File: config.mk
export PLATFORM = sky130hd
export DESIGN_NAME = adc_serial_cfg_flat
export DESIGN_NICKNAME = d
export VERILOG_FILES = /design/src/rtl/adc_serial_cfg_if.sv /design/src/rtl/adc_serial_cfg.sv /design/src/flat_wrapper.sv
export SDC_FILE = /design/constraint.sdc
export NUM_CORES = 1
export LEC_CHECK = 0
export ABC_CLOCK_PERIOD_IN_PS = 2500
export CAP_MARGIN = 20
export CORE_MARGIN = 10
export CORE_UTILIZATION = 35
export DETAILED_ROUTE_END_ITERATION = 12
export DONT_BUFFER_PORTS = 1
export SETUP_SLACK_MARGIN = 0.05
export SYNTH_ARGS = -nofsm -noshare
export SYNTH_HDL_FRONTEND = slang
export SYNTH_SLANG_ARGS = --single-unit
File: constraint.sdc
create_clock -name CLK -period 2.5 [get_ports CLK]
set_clock_uncertainty 0.2 [all_clocks]
set_input_delay 0.5 -clock CLK [delete_from_list [all_inputs] [get_ports CLK]]
set_output_delay 0.5 -clock CLK [all_outputs]
set_load 0.01 [all_outputs]
File: src/rtl/adc_serial_cfg_if.sv
// Request/status and ADC pin bundle for adc_serial_cfg.
// master = requester side, slave = the serializer.
interface adc_serial_cfg_if #(
  parameter int N_ADC  = 12,
  parameter int WORD_W = 16
);
  logic              START;
  logic              SEQ_MODE;
  logic [N_ADC-1:0]  ADC_MASK;
  logic [WORD_W-1:0] WDATA;
  logic              RST_REQ;
  logic              BUSY;
  logic              DONE;
  logic [N_ADC-1:0]  ADC_CS;
  logic              ADC_RST;
  logic              ADC_SCLK;
  logic              ADC_SDATA;

  modport master (
    output START, SEQ_MODE, ADC_MASK, WDATA, RST_REQ,
    input  BUSY, DONE, ADC_CS, ADC_RST, ADC_SCLK, ADC_SDATA
  );
  modport slave (
    input  START, SEQ_MODE, ADC_MASK, WDATA, RST_REQ,
    output BUSY, DONE, ADC_CS, ADC_RST, ADC_SCLK, ADC_SDATA
  );
endinterface

File: src/rtl/adc_serial_cfg.sv
// Serial write engine for a bank of ADCs: broadcast or per-ADC frames,
// MSB-first words on a divided SCLK, plus a timed ADC reset pulse.
module adc_serial_cfg #(
  parameter int N_ADC      = 12,
  parameter int WORD_W     = 16,
  parameter int CLK_DIV    = 4,
  parameter int RST_CYCLES = 8
) (
  input logic             CLK,
  input logic             RST_B,
  adc_serial_cfg_if.slave bus
);
  localparam int DW = (CLK_DIV > 1) ? $clog2(CLK_DIV) : 1;
  localparam int BW = (WORD_W > 1) ? $clog2(WORD_W) : 1;
  localparam int RW = (RST_CYCLES > 1) ? $clog2(RST_CYCLES) : 1;
  localparam logic [DW-1:0] DIV_LOAD = DW'(CLK_DIV - 1);
  localparam logic [BW-1:0] BIT_LOAD = BW'(WORD_W - 1);
  localparam logic [RW-1:0] RST_LOAD = RW'(RST_CYCLES - 1);

  typedef enum logic [2:0] {IDLE, RSTP, SHIFT, HOLD, GAP, FIN} state_t;

  state_t            state, state_nx;
  logic [DW-1:0]     div_cnt;
  logic              phase;
  logic [BW-1:0]     bit_cnt;
  logic [RW-1:0]     rst_cnt;
  logic [WORD_W-1:0] wdata_q, shreg;
  logic [N_ADC-1:0]  mask_q, low_bit, mask_rem;
  logic              seq_q;
  logic              div_end, bit_last, rst_end;

  assign div_end  = (div_cnt == '0);
  assign bit_last = (bit_cnt == '0);
  assign rst_end  = (rst_cnt == '0);
  assign low_bit  = mask_q & (~mask_q + 1'b1);
  assign mask_rem = mask_q & ~low_bit;

  always_ff @(posedge CLK or negedge RST_B)
    if (!RST_B) state <= IDLE;
    else        state <= state_nx;

  always_comb begin
    state_nx = state;
    unique case (state)
      IDLE:  if (bus.RST_REQ)    state_nx = RSTP;
             else if (bus.START) state_nx = (bus.ADC_MASK != '0) ? SHIFT : GAP;
      RSTP:  if (rst_end) state_nx = FIN;
      SHIFT: if (div_end && phase && bit_last) state_nx = HOLD;
      HOLD:  if (div_end) state_nx = GAP;
      GAP:   if (div_end) state_nx = (seq_q && mask_rem != '0) ? SHIFT : FIN;
      FIN:   state_nx = IDLE;
      default: state_nx = IDLE;
    endcase
  end

  // Counters reload on every state change; an empty-mask request passes
  // through GAP for a single cycle so BUSY is seen before DONE.
  always_ff @(posedge CLK or negedge RST_B)
    if (!RST_B) begin
      div_cnt <= '0;
      phase   <= 1'b0;
      bit_cnt <= '0;
      rst_cnt <= '0;
      wdata_q <= '0;
      shreg   <= '0;
      mask_q  <= '0;
      seq_q   <= 1'b0;
    end else if (state_nx != state) begin
      div_cnt <= (state == IDLE && state_nx == GAP) ? '0 : DIV_LOAD;
      phase   <= 1'b0;
      bit_cnt <= BIT_LOAD;
      rst_cnt <= RST_LOAD;
      if (state == IDLE && state_nx != RSTP) begin
        mask_q  <= bus.ADC_MASK;
        seq_q   <= bus.SEQ_MODE;
        wdata_q <= bus.WDATA;
        shreg   <= bus.WDATA;
      end
      if (state == GAP) begin
        mask_q <= mask_rem;
        shreg  <= wdata_q;
      end
    end else begin
      unique case (state)
        SHIFT: if (div_end) begin
                 div_cnt <= DIV_LOAD;
                 phase   <= ~phase;
                 // next bit only after the high half, i.e. on SCLK fall
                 if (phase) begin
                   bit_cnt <= bit_cnt - 1'b1;
                   shreg   <= {shreg[WORD_W-2:0], 1'b0};
                 end
               end else begin
                 div_cnt <= div_cnt - 1'b1;
               end
        HOLD, GAP: div_cnt <= div_cnt - 1'b1;
        RSTP:      rst_cnt <= rst_cnt - 1'b1;
        default: ;
      endcase
    end

  always_comb begin
    bus.BUSY      = (state != IDLE) && (state != FIN);
    bus.DONE      = (state == FIN);
    bus.ADC_RST   = (state == RSTP);
    bus.ADC_SCLK  = (state == SHIFT) && phase;
    bus.ADC_SDATA = 1'b0;
    bus.ADC_CS    = '0;
    if (state == SHIFT || state == HOLD) begin
      bus.ADC_SDATA = shreg[WORD_W-1];
      bus.ADC_CS    = seq_q ? low_bit : mask_q;
    end
  end
endmodule

File: src/flat_wrapper.sv
// flat-port wrapper written by rule: the top's interface ports become plain ports
module adc_serial_cfg_flat 
#(
  parameter int N_ADC      = 12,
  parameter int WORD_W     = 16,
  parameter int CLK_DIV    = 4,
  parameter int RST_CYCLES = 8
)
  (CLK, RST_B, bus_START, bus_SEQ_MODE, bus_ADC_MASK, bus_WDATA, bus_RST_REQ, bus_BUSY, bus_DONE, bus_ADC_CS, bus_ADC_RST, bus_ADC_SCLK, bus_ADC_SDATA);
  adc_serial_cfg_if #(.N_ADC(N_ADC), .WORD_W(WORD_W)) bus_i ();
  input logic CLK;
  input logic RST_B;
  input wire logic [$bits(bus_i.START)-1:0] bus_START;
  input wire logic [$bits(bus_i.SEQ_MODE)-1:0] bus_SEQ_MODE;
  input wire logic [$bits(bus_i.ADC_MASK)-1:0] bus_ADC_MASK;
  input wire logic [$bits(bus_i.WDATA)-1:0] bus_WDATA;
  input wire logic [$bits(bus_i.RST_REQ)-1:0] bus_RST_REQ;
  output wire logic [$bits(bus_i.BUSY)-1:0] bus_BUSY;
  output wire logic [$bits(bus_i.DONE)-1:0] bus_DONE;
  output wire logic [$bits(bus_i.ADC_CS)-1:0] bus_ADC_CS;
  output wire logic [$bits(bus_i.ADC_RST)-1:0] bus_ADC_RST;
  output wire logic [$bits(bus_i.ADC_SCLK)-1:0] bus_ADC_SCLK;
  output wire logic [$bits(bus_i.ADC_SDATA)-1:0] bus_ADC_SDATA;
  assign bus_i.START = bus_START;
  assign bus_i.SEQ_MODE = bus_SEQ_MODE;
  assign bus_i.ADC_MASK = bus_ADC_MASK;
  assign bus_i.WDATA = bus_WDATA;
  assign bus_i.RST_REQ = bus_RST_REQ;
  assign bus_BUSY = bus_i.BUSY;
  assign bus_DONE = bus_i.DONE;
  assign bus_ADC_CS = bus_i.ADC_CS;
  assign bus_ADC_RST = bus_i.ADC_RST;
  assign bus_ADC_SCLK = bus_i.ADC_SCLK;
  assign bus_ADC_SDATA = bus_i.ADC_SDATA;
  adc_serial_cfg #(.N_ADC(N_ADC), .WORD_W(WORD_W), .CLK_DIV(CLK_DIV), .RST_CYCLES(RST_CYCLES)) u_core (.CLK(CLK), .RST_B(RST_B), .bus(bus_i));
endmodule
==> flow_summary_export.csv <==
group,metric,value,unit
yosys,synthesis.area,3480,sq um
route,via_per_inst,5.79,
pwr,pwr-share-comb,0.627,
clock_tree,cts_max_level,3,
route,first_pass_iters,5,
place,gp_congestion,0.890,
pwr,clockPowerShare,0.137,
yosys,synthDistinctLibCells,58,
global_route,grt_max_degree,59,
final_layout,nets,507,
floorplanning,core_area,9730,sq um
floorplanning,die-area,14300,sq um
global_route,grt_pass1_wl,17400,microns
pwr,switching_power,2.80,mW
clock_tree,clock_path_buffers,2,
place,dp.cells,561,
timing,clock.fmax,350,MHz
route,drc,0,
pwr,leakagePower,2.17,nW
place,dp.final_hpwl,6900,microns
timing,period_share,1.14,
yosys,syn_avg_cell_area,8.51,sq um
status,failed_checks,"negative setup slack",
route,first_iter_violations,302,
place,post-place-ws,-0.235,ns
yosys,synth-seq-area-share,0.417,
final_layout,utilization,0.532,
timing,fin_crit,2.85,ns
route,avgRoutedWirePerCell,20.2,microns
floorplanning,initial_core_util,0.358,
floorplanning,num_rows,36,
final_layout,fin_cells,607,
clock_tree,cts.reportedPaths.clkPinSlew,0.08,ns
route,routed_wl,12300,microns
timing,rsz0062_at_grt,"yes",
timing,max-slew-margin-rel,0.585,
setup_path,cp.arrival,2.89,ns
clock_tree,cts_tree,"built",
timing,setup_slack,-0.355,ns
place,io_buffers,0,
final_layout,syn2layout_area_growth,48.7,%
floorplanning,die_height,120,microns
timing,finalHoldViolCount,0,
clock_tree,clkSinkCount,58,
yosys,syn_inst,409,
global_route,antenna_found_initial,0,
clock_tree,clockRootBuffer,"clkbuf_8",
pwr,powerDensity,1290,nW/um^2
route,antenna_left,0,
yosys,async_reset_ff_frac,1.00,
global_route,grt_pass1_vias,3378,
pwr,internal-power,3.89,mW
setup_path,cp.required,2.54,ns
pwr,swShare,0.418,
global_route,grt_use_total,0.147,
status,status,"complete, but fails checks",
timing,slew_viol_final,0,
yosys,syn_nets,447,
yosys,yosysWarnings,0,
global_route,overflow,0,
pwr,ir_drop,0.559,mV
route,route.vias.total,3515,
floorplanning,die_w,120,microns
yosys,synth-seq-cells,58,
yosys,ys.flop_type,"dfrtp_1",
setup_path,crit_type,"register to register",
timing,setup_viol,49,
floorplanning,io_pins,50,
final_layout,n_antenna_cell,0,
pwr,p_seq_frac,0.236,
min_path,hold_class,"input port to register",
timing,worst_slew_pin_slew,0.623,ns
clock_tree,numCtsBuffers,9,
final_layout,drive_above_1_share,0.392,
clock_tree,clock_latency,0.36,ns
setup_path,critPathLaunchType,"register",
run,max_cap_violations,0,
setup_path,critPathMaxFanout,6,
yosys,synth-edff-count,0,
setup_path,cp-end-kind,"register",
## placed cells by master (no fill, tap or decap), types with 2 or more instances in the layout
cell        instances
maj3_1              2
buf_4              60
o211a_4             2
or3_4               3
a21oi_1             7
inv_2               3
a21oi_2             5
o22ai_1            15
ha_1                3
or3_1               2
nor3_1              7
nor4_4             12
or2_4               3
or4_4               2
clkbuf_16           8
o211ai_1            4
nor4_1              5
xnor2_1             5
o22a_1             15
nor2_1             24
and3_1              3
nor3_2             14
inv_1               8
o21ai_0            11
clkinvlp_4          3
and2_1              4
a22o_1              9
clkbuf_8           10
o21ai_1             8
nor2_2              2
nand2_1            74
nor4_2             18
a221o_1             2
buf_16              3
buf_12              2
o221ai_1            2
ha_4                2
dfrtp_1            58
buf_6               8
nand2b_1            3
## sequential cells by signal (all words and copies together), names as in the netlist
signal          count
u_core.mask_q      12
u_core.seq_q        1
u_core.rst_cnt      3
u_core.wdata_q     16
u_core.bit_cnt      4
u_core.shreg       16
u_core.state        3
u_core.div_cnt      2
u_core.phase        1
## worst max-delay path: stages (launching register included)
cell and delay (ns):
dfrtp_1 0.38, or4_4 0.55, buf_6 0.15, buf_6 0.12, a2111oi_4 0.35, o31ai_2 0.12
o221ai_4 0.30, clkbuf_16 0.23, buf_8 0.12, o22a_1 0.17, nor3_2 0.05
## power groups by stage
stage	clock (mW)	sequential (mW)	combinational, mW
2_1_floorplan	0	1.52	1.85
3_3_place_gp	0	1.53	2.52
3_5_place_dp	0	1.54	2.57
4_1_cts	0.929	1.54	3.12
5_1_grt	0.965	1.61	4.50
6_report	0.917	1.58	4.20
## routing by layer
metal	track usage	share of wire
met5	0	0
met4	0.0437	0.018
met3	0.0549	0.075
met2	0.236	0.49
met1	0.181	0.41
## final timing paths
kind | depth (start not counted) | end | from | slack, ns
worst max register to register | 10 | u_core.shreg[1]$_DFFE_PN0P_ | u_core.mask_q[3]$_DFFE_PN0P_ | -0.35
worst max-delay path | 10 | u_core.shreg[1]$_DFFE_PN0P_ | u_core.mask_q[3]$_DFFE_PN0P_ | -0.35
min in group asynchronous | 2 | u_core.phase$_DFFE_PN0P_ | RST_B | 0.52
worst min-delay path | 2 | u_core.wdata_q[11]$_DFFE_PN0P_ | bus_WDATA[11] | 0.04
max in group asynchronous | 2 | u_core.seq_q$_DFFE_PN0P_ | RST_B | 1.32
worst min register to register | 2 | u_core.wdata_q[9]$_DFFE_PN0P_ | u_core.wdata_q[9]$_DFFE_PN0P_ | 0.28
## area by class of cell
| cell class | count | area, sq um |
|---|---|---|
| Clock buffer | 10 | 138 |
| Clock inverter | 6 | 66.3 |
| Fill cell | 866 | 4550 |
| Inverter | 11 | 41.3 |
| Multi-Input combinational cell | 306 | 2430 |
| Sequential cell | 58 | 1450 |
| Tap cell | 133 | 166 |
| Timing Repair Buffer | 83 | 888 |
## cells by family after synthesis
group / after synthesis / share of synthesized area
and+or+nand+nor: 191 / 0.275
adders and majority gates: 7 / 0.0237
AOI/OAI and AO/OA: 98 / 0.203
DFF: 58 / 0.417
xor gates and xnor gates: 6 / 0.0151
buffers and inverters: 47 / 0.0604
muxes: 2 / 0.00611
## through the flow
step,setup TNS [ns],hold slack (ns),power (mW),instance area [sq um]
final,-12.22,0.0381,6.69,5180
after global routing,-15.86,0.0311,7.07,5180
after CTS,-9.52,0.0331,5.59,4610
after detailed placement,-4.72,0.00789,4.11,4050
after global placement,-3.38,0.00820,4.05,4050
after floorplan,-1.51,0.00441,3.37,3620
## cell usage after synthesis, types with 9 or more instances
cell      count  area (sq um)
nor2_1       25          93.8
o22a_1       15           131
o22ai_1      15          93.8
nor4_1       34           213
a21oi_1      13          65.1
dfrtp_1      58          1450
clkbuf_1     23          86.3
inv_1        11          41.3
nand2_1      74           278
a22o_1        9          78.8
nor3_1       22           110
buf_2         9          45.0
o21ai_0      12          60.1
## timing repair
| item | in CTS | in global routing |
|---|---|---|
| resized for setup | 41 | 47 |
| endpoints found under the hold margin | 58 | 0 |
| gates cloned | 1 | 15 |
| pin swaps | 12 | 35 |
| setup endpoints to repair | 47 | 50 |
| hold buffers | 2 | 0 |
| setup buffers | 8 | 4 |
(Power assumes the default switching activity.)
